==> src/rtl/fetch_pkg.sv <==
`default_nettype none
// ============================================================================
//  Module   : fetch_pkg
//  Purpose  : Shared types and constants for the instruction-fetch front end.
//             - fetch_entry_t : one prefetched word tagged with its PC
//             - fetch_state_t : fetch sequencer states
//             - NOP           : canonical no-op encoding
//             - align_pc()    : forces a PC onto a word boundary
//  Revision : 1.0  initial release
// ============================================================================
package fetch_pkg;

    typedef struct packed {
        logic [31:0] pc;
        logic [31:0] instr;
    } fetch_entry_t;

    typedef enum logic [0:0] {
        IDLE = 1'b0,
        REQ  = 1'b1
    } fetch_state_t;

    localparam logic [31:0] NOP = 32'h0000_0013;

    function automatic logic [31:0] align_pc(input logic [31:0] pc);
        return {pc[31:2], 2'b00};
    endfunction

endpackage : fetch_pkg
`default_nettype wire

==> src/rtl/fetch_fifo.sv <==
`default_nettype none
// ============================================================================
//  Module   : fetch_fifo
//  Purpose  : Small power-of-two FIFO holding prefetched entries. The head
//             entry is visible combinationally. Flush has priority over
//             push and pop; push is ignored when full, pop when empty.
//  Ports    : clk, rst_n     - clock, asynchronous active-low reset
//             flush_i        - discard all entries
//             push_i/data_i  - enqueue one entry
//             pop_i          - dequeue the head entry
//             full_o/empty_o - occupancy flags
//             count_o        - number of stored entries
//             head_o         - oldest entry (undefined when empty)
//  Revision : 1.0  initial release
// ============================================================================
module fetch_fifo
    import fetch_pkg::*;
#(
    parameter int  DEPTH = 4,
    parameter type T     = fetch_entry_t
) (
    input  logic                     clk,
    input  logic                     rst_n,
    input  logic                     flush_i,
    input  logic                     push_i,
    input  T                         data_i,
    input  logic                     pop_i,
    output logic                     full_o,
    output logic                     empty_o,
    output logic [$clog2(DEPTH):0]   count_o,
    output T                         head_o
);

    localparam int                   c_PTR_W   = $clog2(DEPTH);
    localparam int                   c_CNT_W   = c_PTR_W + 1;
    localparam logic [c_CNT_W-1:0]   c_DEPTH   = c_CNT_W'(DEPTH);
    localparam logic [c_CNT_W-1:0]   c_CNT_ONE = c_CNT_W'(1);
    localparam logic [c_PTR_W-1:0]   c_PTR_ONE = c_PTR_W'(1);

    T                     mem_q [DEPTH];
    logic [c_PTR_W-1:0]   wr_ptr_q;
    logic [c_PTR_W-1:0]   rd_ptr_q;
    logic [c_CNT_W-1:0]   count_q;
    logic                 w_push;
    logic                 w_pop;

    assign full_o  = (count_q == c_DEPTH);
    assign empty_o = (count_q == '0);
    assign count_o = count_q;
    assign head_o  = mem_q[rd_ptr_q];

    assign w_push = push_i && !full_o  && !flush_i;
    assign w_pop  = pop_i  && !empty_o && !flush_i;

    // Pointers wrap naturally because DEPTH is a power of two.
    always_ff @(posedge clk or negedge rst_n) begin
        if (!rst_n) begin
            wr_ptr_q <= '0;
            rd_ptr_q <= '0;
            count_q  <= '0;
        end else if (flush_i) begin
            wr_ptr_q <= '0;
            rd_ptr_q <= '0;
            count_q  <= '0;
        end else begin
            if (w_push) begin
                wr_ptr_q <= wr_ptr_q + c_PTR_ONE;
            end
            if (w_pop) begin
                rd_ptr_q <= rd_ptr_q + c_PTR_ONE;
            end
            case ({w_push, w_pop})
                2'b10:   count_q <= count_q + c_CNT_ONE;
                2'b01:   count_q <= count_q - c_CNT_ONE;
                default: count_q <= count_q;
            endcase
        end
    end

    // Storage needs no reset: entries are only observed once counted valid.
    always_ff @(posedge clk) begin
        if (w_push) begin
            mem_q[wr_ptr_q] <= data_i;
        end
    end

endmodule : fetch_fifo
`default_nettype wire

==> src/rtl/fetch_prefetch_unit.sv <==
`default_nettype none
// ============================================================================
//  Module   : fetch_prefetch_unit
//  Purpose  : Instruction-fetch front end. Issues sequential word reads on
//             the I-side memory port (one outstanding read, no back-to-back
//             requests), queues returned words tagged with their PC and
//             presents them to decode over valid/ready. A redirect flushes
//             the queue and restarts fetch at a new PC.
//  Ports    : clk, rst_n                  - clock, async active-low reset
//             redirect_valid, redirect_pc - fetch redirect request
//             imem_addr, imem_read        - registered I-port request
//             imem_rdata, imem_resp       - I-port response
//             out_valid, out_ready        - decode handshake
//             out_instr, out_pc           - queue head (0 when empty)
//  Revision : 1.0  initial release
// ============================================================================
module fetch_prefetch_unit
    import fetch_pkg::*;
#(
    parameter logic [31:0] RESET_PC = 32'h4000_0000,
    parameter int          DEPTH    = 4
) (
    input  logic        clk,
    input  logic        rst_n,
    input  logic        redirect_valid,
    input  logic [31:0] redirect_pc,
    output logic [31:0] imem_addr,
    output logic        imem_read,
    input  logic [31:0] imem_rdata,
    input  logic        imem_resp,
    output logic        out_valid,
    input  logic        out_ready,
    output logic [31:0] out_instr,
    output logic [31:0] out_pc
);

    localparam int                 c_CNT_W = $clog2(DEPTH) + 1;
    localparam logic [c_CNT_W-1:0] c_DEPTH = c_CNT_W'(DEPTH);
    localparam logic [31:0]        c_WORD  = 32'd4;

    fetch_state_t        state_q;
    logic [31:0]         pc_q;
    logic [31:0]         imem_addr_q;
    logic                imem_read_q;
    logic                discard_q;

    logic                w_push;
    logic                w_pop;
    logic                w_full;
    logic                w_empty;
    logic [c_CNT_W-1:0]  w_count;
    logic                w_can_issue;
    fetch_entry_t        w_push_entry;
    fetch_entry_t        w_head;

    // Issue only in IDLE, where nothing is outstanding, so a free slot now
    // guarantees room for the response.
    assign w_can_issue = (w_count < c_DEPTH);

    // A redirect on the response cycle kills the word; a pending discard
    // kills the stale response of a request issued before a redirect.
    assign w_push = (state_q == REQ) && imem_resp && !discard_q
                    && !redirect_valid && !w_full;

    // Redirect wins over dequeue: the head is flushed, not consumed.
    assign w_pop  = out_valid && out_ready && !redirect_valid;

    assign w_push_entry.pc    = imem_addr_q;
    assign w_push_entry.instr = imem_rdata;

    always_ff @(posedge clk or negedge rst_n) begin
        if (!rst_n) begin
            state_q     <= IDLE;
            pc_q        <= RESET_PC;
            imem_addr_q <= RESET_PC;
            imem_read_q <= 1'b0;
            discard_q   <= 1'b0;
        end else begin
            case (state_q)
                IDLE: begin
                    if (redirect_valid) begin
                        pc_q <= align_pc(redirect_pc);
                    end else if (w_can_issue) begin
                        imem_read_q <= 1'b1;
                        imem_addr_q <= pc_q;
                        state_q     <= REQ;
                    end
                end
                REQ: begin
                    if (imem_resp) begin
                        imem_read_q <= 1'b0;
                        discard_q   <= 1'b0;
                        state_q     <= IDLE;
                        if (redirect_valid) begin
                            pc_q <= align_pc(redirect_pc);
                        end else if (!discard_q) begin
                            pc_q <= imem_addr_q + c_WORD;
                        end
                    end else if (redirect_valid) begin
                        // The read cannot be withdrawn; hold it and drop
                        // its data when it finally returns.
                        discard_q <= 1'b1;
                        pc_q      <= align_pc(redirect_pc);
                    end
                end
                default: begin
                    state_q     <= IDLE;
                    imem_read_q <= 1'b0;
                end
            endcase
        end
    end

    fetch_fifo #(
        .DEPTH (DEPTH),
        .T     (fetch_entry_t)
    ) u_fifo (
        .clk     (clk),
        .rst_n   (rst_n),
        .flush_i (redirect_valid),
        .push_i  (w_push),
        .data_i  (w_push_entry),
        .pop_i   (w_pop),
        .full_o  (w_full),
        .empty_o (w_empty),
        .count_o (w_count),
        .head_o  (w_head)
    );

    assign imem_addr = imem_addr_q;
    assign imem_read = imem_read_q;
    assign out_valid = !w_empty;
    assign out_pc    = w_empty ? 32'h0 : w_head.pc;
    assign out_instr = w_empty ? 32'h0 : w_head.instr;

endmodule : fetch_prefetch_unit
`default_nettype wire

==> config.mk <==
export PLATFORM = sky130hd
export DESIGN_NAME = fetch_prefetch_unit
export DESIGN_NICKNAME = d
export VERILOG_FILES = /design/src/rtl/fetch_pkg.sv /design/src/rtl/fetch_fifo.sv /design/src/rtl/fetch_prefetch_unit.sv
export SDC_FILE = /design/constraint.sdc
export NUM_CORES = 1
export LEC_CHECK = 0
export ABC_AREA = 0
export BUFFER_PORTS_ARGS = -buffer_cell sky130_fd_sc_hd__buf_2
export CAP_MARGIN = 10
export CORE_ASPECT_RATIO = 2
export CORE_MARGIN = 5
export CORE_UTILIZATION = 52
export CTS_CLUSTER_SIZE = 40
export DETAILED_ROUTE_END_ITERATION = 8
export GPL_TIMING_DRIVEN = 0
export PLACE_DENSITY = 0.76
export SLEW_MARGIN = 20
export SYNTH_ARGS = -nofsm -noshare
export SYNTH_HDL_FRONTEND = slang
export SYNTH_SLANG_ARGS = --single-unit
==> constraint.sdc <==
create_clock -name clk -period 2.68 [get_ports clk]
set_clock_uncertainty 0.05 [all_clocks]
set_input_delay 0.134 -clock clk [delete_from_list [all_inputs] [get_ports clk]]
set_output_delay 0.134 -clock clk [all_outputs]
set_load 0.02 [all_outputs]
==> metrics.txt, run 1 <==
status finished clean; Hold Violations, Final 0; Leakage approximately 6.0 nW; DP HPWL 20100 um; Max Cap Viol 0; Vias/cell 5.66; Rel. slew slack 33.4%; setup TNS 0 ns; min-delay worst type in2async; Peak VDD IR 725 uV; CTS sink count 330; cell count after synthesis 766; Synth Area in XOR/XNOR between 2 and 2.5%; largest net degree at the start of global routing 52; syn avg cell area around 18 um^2; H-tree Lvls 1; most common cell after layout, fill and taps aside edfxtp_1; routability cong. 0.924; Yosys warning count 0; Non-Filler Instances between 1000 and 1500; Tmin final 2.55 ns; Setup-failing EPs final 0; Core Rows 83; Reg area between 9000 and 10000 um^2; pwr dens 988 nW/um^2; via count 7878; library cells used by synthesis 45; ys flop type edfxtp_1; Die Ht 237 um; gr usage total 20.8%; Skew-Pair Late Insertion Delay 0.55 ns; multiplexer share of the synthesized area 13.5%; fmax ~390 MHz; data arrival time of the critical path 2.37 ns; vias in the first global route between 8000 and 9000; final wirelength ~30000 um; commonest non-fill, non-tap cells in the layout 256 x edfxtp_1, 173 x buf_2, 72 x dfrtp_1, 67 x and2_1, 67 x dlygate4sd3_1; critical path endpoint category output pin; first-pass GRT wire length 46400 um; drt pass-1 iters 5; compound-gate portion of the synthesized area ~3.8%; Ant. Diodes 0; sequential area share after synthesis 71.1%; DRC errors left 0; Initial Util 52.5%; setup bufs post-CTS 0; Final Power 16.2 mW; actual slew at the worst max-slew pin 0.995 ns; clock-pin slew on the worst setup and hold paths 0.07 ns; core footprint 25500 um^2; chip width 124 um; I/O Buffers 164; total congestion overflow 0; adder-cell share of the synthesized area less than 1%; Ports roughly 170; initial antenna violation count 0; Area growth syn-to-layout 22.5%; crit-path max FO 10; largest family of logic cells by synthesized area multiplexers; layout cell share with drive strength beyond 1 roughly a third; placed insts around 1300; iteration-0 DRC count of the detailed router between 400 and 500; die area 29300 um^2; syn_nets approximately 840; RSZ-0062 raised after global routing false; Seq cells post-synth 330; fillers 1872; WP data required 2.50 ns; multi-input logic area about 3700 um^2; Async SR Flop Fraction 22.4%; Simple-Gate Fraction of Synth Area roughly 7.7%; WL per Instance 21.5 um; WS Path Type reg2out; number of buffers created by CTS 28; Post-synth EDFFs 256; fin crit share between 90% and 100%; Worst Setup Start Kind flip-flop; Layout Nets 1106; Final Max Tran Viols 0; mapped cell area 13400 um^2; CTS root buffer clkbuf_16; Antenna Nets Post-Route 0; clk buf depth 3; TritonCTS clock tree yes
critical path: stages, from the launching register on:
cell and delay, ns:
dfrtp_1 0.47, or3_1 0.47, clkbuf_2 0.26, clkbuf_1 0.27, and2_1 0.20, buf_2 0.16
timing repair:
item                                   4_1_cts  5_1_grt
setup endpoints to repair                   50       16
cloned                                       0        0
gates resized for setup                     11        3
hold buffers                                67        0
endpoints found under the hold margin      236        0
cells by family after synthesis:
| group | Yosys count |
|---|---|
| AO/OA/AOI/OAI | 84 |
| buffers and inverters | 42 |
| XOR/XNOR | 31 |
| multiplexers | 97 |
| AND/OR/NAND/NOR | 176 |
| adder cells (fa/ha/maj) | 6 |
| flip-flops | 330 |
layout make-up:
| cell class | instances | area share [%] |
|---|---|---|
| Buffer | 35 | 1.07 |
| Tap cell | 340 | 2.59 |
| Timing Repair Buffer | 236 | 9.93 |
| Inverter | 6 | 0.137 |
| Sequential cell | 330 | 58.1 |
| Clock buffer | 33 | 4.51 |
| Multi-Input combinational cell | 394 | 22.6 |
| Clock inverter | 19 | 1.08 |
flip-flops by register name, summed over array words and instances (netlist names):
name,count
state_q,1
u_fifo.mem_q,256
u_fifo.count_o,3
imem_addr,32
pc_q,32
discard_q,1
imem_read,1
u_fifo.rd_ptr_q,2
u_fifo.wr_ptr_q,2
cells in the mapped netlist (3+ instances only):
cell type / n / area share (%)
and4_1: 4 / 0.26
xor2_1: 14 / 0.91
a221oi_1: 3 / 0.20
and3_1: 14 / 0.65
mux4_2: 64 / 11
and2_1: 67 / 3.1
a21oi_1: 15 / 0.56
dfrtp_1: 72 / 13
nor2b_1: 5 / 0.23
nand2_1: 25 / 0.70
a22oi_1: 18 / 1.0
mux2_2: 31 / 2.6
o21ai_0: 29 / 1.1
nand3_1: 13 / 0.48
buf_2: 14 / 0.52
xnor2_1: 17 / 1.1
nor3_2: 3 / 0.22
o21ai_1: 4 / 0.15
nor4_1: 3 / 0.14
nand4_1: 11 / 0.51
a21o_1: 3 / 0.17
o22ai_1: 7 / 0.33
nor2_1: 15 / 0.42
clkbuf_1: 18 / 0.50
ha_1: 5 / 0.47
inv_1: 6 / 0.17
buf_1: 3 / 0.084
edfxtp_1: 256 / 57
nor3_1: 7 / 0.26
power by group:
group          leakage [nW]  switching, mW  internal, mW  total [mW]
clock                 0.444           1.79          2.27        4.06
sequential             3.22          0.866          6.32        7.18
combinational          2.33           2.88          2.13        5.01
total                  6.00           5.53          10.7        16.2
per-stage QoR:
| step | instance area [um^2] | hold WS [ns] | setup WS [ns] | util, % |
|---|---|---|---|---|
| after floorplan | 13400 | -0.212 | 0.489 | - |
| after global placement | 14700 | 0.295 | -0.378 | 57.4 |
| after detailed placement | 14800 | 0.0103 | 0.246 | 58.0 |
| after CTS | 16400 | 0.0436 | 0.0140 | 64.3 |
| after global routing | 16400 | 0.0644 | 0.0155 | 64.3 |
| final | 16400 | 0.0632 | 0.126 | 64.3 |
per-layer routing:
layer	share of wire [%]	wire (um)	up-vias	global-route usage, %
li1	-	-	3531	-
met1	35	10500	4010	23.9
met2	57	17000	273	38.7
met3	4.9	1450	64	2.67
met4	3.1	934	0	7.26
met5	0	0	-	0
path summary, 6_finish.rpt:
path	slack (ns)	to	start	cells after the start
setup / recovery	0.13	out_instr[13]	u_fifo.count_o[2]$_DFFE_PN0P_	5
hold / removal	0.06	pc_q[30]$_DFFE_PN1P_	rst_n	2
setup reg to reg	0.19	u_fifo.count_o[2]$_DFFE_PN0P_	discard_q$_DFFE_PN0P_	8
hold reg to reg	0.46	pc_q[29]$_DFFE_PN0P_	pc_q[29]$_DFFE_PN0P_	2
max in group asynchronous	1.10	imem_addr[0]$_DFFE_PN0P_	rst_n	3
min in group clk	0.29	u_fifo.mem_q[1][13]$_DFFE_PP_	imem_rdata[13]	2
No activity file was read; power rests on OpenSTA's default activity.
==> inputs of run 2 (changes only) <==
==> constraint.sdc (replaced) <==
create_clock -name clk -period 2.68 [get_ports clk]
set_clock_uncertainty 0.05 [all_clocks]
set_input_delay 0.67 -clock clk [delete_from_list [all_inputs] [get_ports clk]]
set_output_delay 0.67 -clock clk [all_outputs]
set_load 0.02 [all_outputs]
==> run 2 against run 1 <==
Net effect:
- the run now ends with negative setup slack left
- sequential cell count did not move
- critical path type unchanged
- cell count fell by 3.7%
- count of clock-buffer cells in the layout did not move
- core utilization fell by 0.90 points
- register-to-register slack barely moved
- global-route usage fell by 0.24 points
- worst hold slack improved by 0.22 ns
- sequential power barely moved
==> metrics.txt, run 2 (same netlist as run 1, synthesis figures left out) <==
status finished, violations left; failing checks negative setup slack; Worst Setup Start Kind flip-flop; min-delay worst type in2reg; DRC errors left 0; Final Instance Area 16200 um^2; vias in the first global route 8003; FF-to-FF setup slack around 0.19 ns; final wirelength slightly below 30000 um; clk buf depth 3; WS Path Type reg2out; number of buffers created by CTS 28; RSZ-0062 raised after global routing true; die area 29300 um^2; clock-pin slew on the worst setup and hold paths ~0.07 ns; TritonCTS clock tree yes; DP HPWL 20100 um; met2 wire length 16800 um; Peak VDD IR 716 uV; largest net degree at the start of global routing 52; data arrival time of the critical path 2.12 ns; gr usage total 20.5%; worst setup path startpoint u_fifo.rd_ptr_q[0]$_DFFE_PN0P_; crit-path max FO 10; Ports 167; total congestion overflow 0; Rel. slew slack 47.5%; iteration-0 DRC count of the detailed router 499; WP data required 1.96 ns; WL per Instance 22.1 um; CTS sink count 330; worst r2r path cells 8; Core Rows 83; setup TNS -7.64 ns; Final Power about 17 mW; buffers plus inverters on the worst setup path 3; Antenna Nets Post-Route 0; Skew-Pair Late Insertion Delay 0.55 ns; Max Cap Viol 0; Area growth syn-to-layout 20.8%; Non-Filler Instances 1342; FF-to-FF End u_fifo.count_o[2]$_DFFE_PN0P_; CP cell instances buf_12 > buf_12 > mux4_2 > and2_1 > buf_2; Final WS setup -0.163 ns; Reg with most FFs u_fifo.mem_q; Initial Util ~53%; placed insts 1275; H-tree Lvls 1; Placement Cell Area approximately 15000 um^2; via count 7634; commonest non-fill, non-tap cells in the layout 256 x edfxtp_1, 157 x buf_2, 68 x dfrtp_1, 64 x mux4_2, 55 x and2_1; routed metal-1 wire length 10500 um; max reg flops 256; Setup-failing EPs final 64; top routing layer used met4; first-pass GRT wire length 45600 um; fin crit share 106%; critical path endpoint category output pin; fillers 1910; Final Max Tran Viols 0; most used cell, CP buf_12; drt pass-1 iters 7; chip width 124 um; crit path to out_pc[27]; initial antenna violation count 0; multi-input logic area 3750 um^2; Die Ht 237 um; core footprint approximately 26000 um^2; critical path depth in cells 5; hold_ws 0.287 ns; pwr dens between 1000 and 1500 nW/um^2; layout cell share with drive strength beyond 1 ~38%; Reg area 9550 um^2; Hold Violations, Final 0; Worst path slowest cell mux4_2; Tmin final about 2.8 ns; routability cong. 0.924; most common cell after layout, fill and taps aside edfxtp_1; actual slew at the worst max-slew pin 0.784 ns; I/O Buffers 164; metal3 WL around 1400 um; Leakage 5.88 nW; Top delay family on crit path multiplexers; Ant. Diodes 0; Vias/cell 5.69; Worst path max stage delay 0.52 ns; CTS root buffer clkbuf_16; fmax between 300 and 400 MHz; Layout Nets 1055; Worst Hold Launch imem_rdata[5]; worst r2r src discard_q$_DFFE_PN0P_
[run 2: changes by cell type in the layout (fill, tap and decap cells not counted), sizes merged]
cell,delta
buf,+15
dlygate4sd3,-66
[run 2: timing repair]
| action | CTS | global route |
|---|---|---|
| hold buffers | 1 | 0 |
| setup endpoints to repair | 65 | 65 |
| setup buffers | 11 | 1 |
| gates resized for setup | 81 | 21 |
| cloned | 2 | 1 |
| pin swaps | 2 | 0 |
| endpoints found under the hold margin | 21 | 0 |
[run 2: worst min-delay path by stage]
stage	endpoint	slack (ns)	cells after the start
floorplan	discard_q$_DFFE_PN0P_	0.32	0
global placement	imem_addr[30]$_DFFE_PN1P_	0.43	2
detailed placement	imem_addr[1]$_DFFE_PN0P_	0.44	1
CTS	u_fifo.mem_q[1][11]$_DFFE_PP_	0.26	1
global route	u_fifo.mem_q[3][7]$_DFFE_PP_	0.27	1
finish	u_fifo.mem_q[1][5]$_DFFE_PP_	0.29	1
[run 2: where the power goes]
| part | total (mW) | internal [mW] | leakage (nW) | switching [mW] |
|---|---|---|---|---|
| registers | 7.17 | 6.32 | 3.21 | 0.849 |
| logic | 5.74 | 2.72 | 2.23 | 3.03 |
| clock network | 4.06 | 2.27 | 0.444 | 1.79 |
[run 2: through the flow]
step / setup WS [ns] / util, %
global placement: -0.758 / 57.4
global route: -0.236 / 63.4
finish: -0.163 / 63.4
CTS: -0.219 / 63.2
detailed placement: -0.213 / 58.0
floorplan: 0.236 / -
[run 2: final cells by class]
cell class | count | share of cell area, %
sequential | 330 | 58.9
multi-input combinational | 394 | 23.2
inverter | 6 | 0.139
buffer | 36 | 2.08
timing repair buffer | 184 | 7.42
clock buffer | 33 | 4.57
clock inverter | 19 | 1.10
tap | 340 | 2.62
[run 2: routing by layer]
metal  track usage, %  vias to the layer above
li1                 -                     3435
met1             23.9                     3885
met2             37.9                      250
met3             2.62                       64
met4             7.43                        0
met5                0                        -
==> inputs of run 3 (changes only) <==
--- a/config.mk
+++ b/config.mk
@@ -9,7 +9,7 @@
 export BUFFER_PORTS_ARGS = -buffer_cell sky130_fd_sc_hd__buf_2
 export CAP_MARGIN = 10
 export CORE_ASPECT_RATIO = 2
-export CORE_MARGIN = 5
+export CORE_MARGIN = 4
 export CORE_UTILIZATION = 52
 export CTS_CLUSTER_SIZE = 40
 export DETAILED_ROUTE_END_ITERATION = 8
==> run 3 against run 2 <==
Net effect:
- the run still ends with negative setup slack left
- global-route usage up 0.33 points
- largest cell class unchanged
- total power up 7.8%
- register-to-register slack improved by 0.06 ns
- worst hold slack improved by 0.0084 ns
- highest routed layer unchanged
- cell area up 3.6%
- first-iteration DRC count increased by 4.6%
- setup slack worse by 0.021 ns
- sequential share of layout area decreased by 2.1 points
- combinational power up 20%
- count of clock-buffer cells in the layout is 2 higher
- clock power rose by 5%
==> metrics.txt, run 3 (same netlist as run 1, synthesis figures left out) <==
status finished, violations left; failing checks negative setup slack; gr usage total 20.8%; Worst Setup Start Kind flip-flop; Worst path slowest cell mux4_2; CP cell instances buf_12 > clkbuf_16 > mux4_2 > and2_4 > buf_6; worst r2r path cells 4; FF-to-FF setup slack 0.25 ns; clk buf depth 3; Setup-failing EPs final between 60 and 70; crit-path max FO 7; largest net degree at the start of global routing 56; iteration-0 DRC count of the detailed router around 520; total congestion overflow 0; Initial Util 53.2%; WL per Instance 22.8 um; Final Instance Area 16800 um^2; fmax approximately 350 MHz; Ports 167; Peak VDD IR 642 uV; Ant. Diodes 0; TritonCTS clock tree yes; min-delay worst type in2reg; Leakage 6.07 nW; Rel. slew slack approximately 47%; setup TNS -8.43 ns; Vias/cell 5.78; CTS root buffer clkbuf_16; worst r2r src discard_q$_DFFE_PN0P_; final wirelength approximately 30000 um; worst setup path startpoint u_fifo.rd_ptr_q[0]$_DFFE_PN0P_; H-tree Lvls 1; initial antenna violation count 0; die area 28600 um^2; number of buffers created by CTS 27; CTS sink count between 300 and 400; fillers 1747; Placement Cell Area ~15000 um^2; most common cell after layout, fill and taps aside edfxtp_1; Layout Nets 1056; drt pass-1 iters 5; DP HPWL 19800 um; vias in the first global route ~8100; Final WS setup -0.184 ns; WS Path Type reg2out; Max Cap Viol 0; placed insts 1271; Final Max Tran Viols 0; Area growth syn-to-layout 25.2%; fin crit share 107%; core footprint 25200 um^2; via count 7722; Hold Violations, Final 0; I/O Buffers approximately 160; FF-to-FF End u_fifo.mem_q[0][0]$_DFFE_PP_; Reg area ~9500 um^2; multi-input logic area 3880 um^2; critical path endpoint category output pin; clock-pin slew on the worst setup and hold paths 0.07 ns; crit path to out_instr[13]; pwr dens about 1100 nW/um^2; actual slew at the worst max-slew pin 0.786 ns; first-pass GRT wire length between 40000 and 50000 um; layout cell share with drive strength beyond 1 43.4%; Non-Filler Instances 1337; RSZ-0062 raised after global routing true; commonest non-fill, non-tap cells in the layout 256 x edfxtp_1, 105 x buf_2, 68 x dfrtp_1, 67 x buf_6; Antenna Nets Post-Route 0; Core Rows 82; routability cong. 0.921; Tmin final 2.86 ns; WP data required 1.96 ns; Skew-Pair Late Insertion Delay ~0.54 ns; DRC errors left 0; chip width 122 um; data arrival time of the critical path 2.14 ns; Worst path max stage delay 0.49 ns; Die Ht approximately 240 um; max reg flops 256; Reg with most FFs u_fifo.mem_q
## run 3: cell types whose count changed in the layout (fill, tap and decap cells not counted), moves of 4 or more
cell / previous run / this run
and2_4: 12 / 64
and2_1: 55 / 3
buf_12: 7 / 11
buf_4: 14 / 10
buf_6: 17 / 67
clkbuf_16: 32 / 38
clkinv_1: 7 / 1
buf_2: 157 / 105
## run 3: worst min-delay path by stage
stage,start,end,slack (ns),depth (start not counted)
3_3_place_gp,pc_q[30]$_DFFE_PN1P_,imem_addr[30]$_DFFE_PN1P_,0.43,2
6_report,imem_rdata[6],u_fifo.mem_q[3][6]$_DFFE_PP_,0.30,1
3_5_place_dp,pc_q[30]$_DFFE_PN1P_,imem_addr[30]$_DFFE_PN1P_,0.43,2
5_1_grt,imem_rdata[26],u_fifo.mem_q[2][26]$_DFFE_PP_,0.28,1
2_1_floorplan,rst_n,discard_q$_DFFE_PN0P_,0.32,0
4_1_cts,redirect_pc[9],pc_q[9]$_DFFE_PN0P_,0.27,2
## run 3: per-layer routing
layer | track usage, % | vias to the layer above | routed length (um)
li1 | - | 3424 | -
met1 | 24.0 | 4006 | 10900
met2 | 38.8 | 227 | 17400
met3 | 2.60 | 65 | 1280
met4 | 8.02 | 0 | 923
met5 | 0 | - | 0
## run 3: worst max-delay path: cells and delay by family, from the launching register on
family	cells	cell delay (ns)
DFF	1	0.46
buffers and inverters	3	0.48
and+or+nand+nor	1	0.18
muxes	1	0.49
## run 3: stage by stage
stage	setup slack (ns)	hold slack (ns)	power [mW]	util, %
finish	-0.184	0.296	18.3	66.5
CTS	-0.210	0.272	17.0	63.8
global route	-0.250	0.280	19.1	66.5
detailed placement	-0.253	0.432	12.2	58.6
global placement	-0.725	0.427	12.1	58.1
floorplan	0.236	0.324	10.3	-
## run 3: report_power, final
part	internal [mW]	switching, mW	total, mW
registers	6.32	0.856	7.17
logic	3.59	3.28	6.87
clock network	2.48	1.78	4.26
total	12.4	5.91	18.3
## run 3: repair_timing
item                                    4_1_cts  5_1_grt
endpoints found under the setup margin       65       64
gates cloned                                  0        7
resized for setup                            80      174
pin swaps                                     2       36
setup buffers                                 8        1
hold buffers                                  1        0
endpoints found under the hold margin        17        0
## run 3: layout make-up
type	instances	area share, %
Buffer	36	1.93
Clock buffer	35	4.70
Clock inverter	14	1.10
Inverter	6	0.134
Multi-Input combinational cell	394	23.1
Sequential cell	330	56.8
Tap cell	336	2.50
Timing Repair Buffer	186	9.66
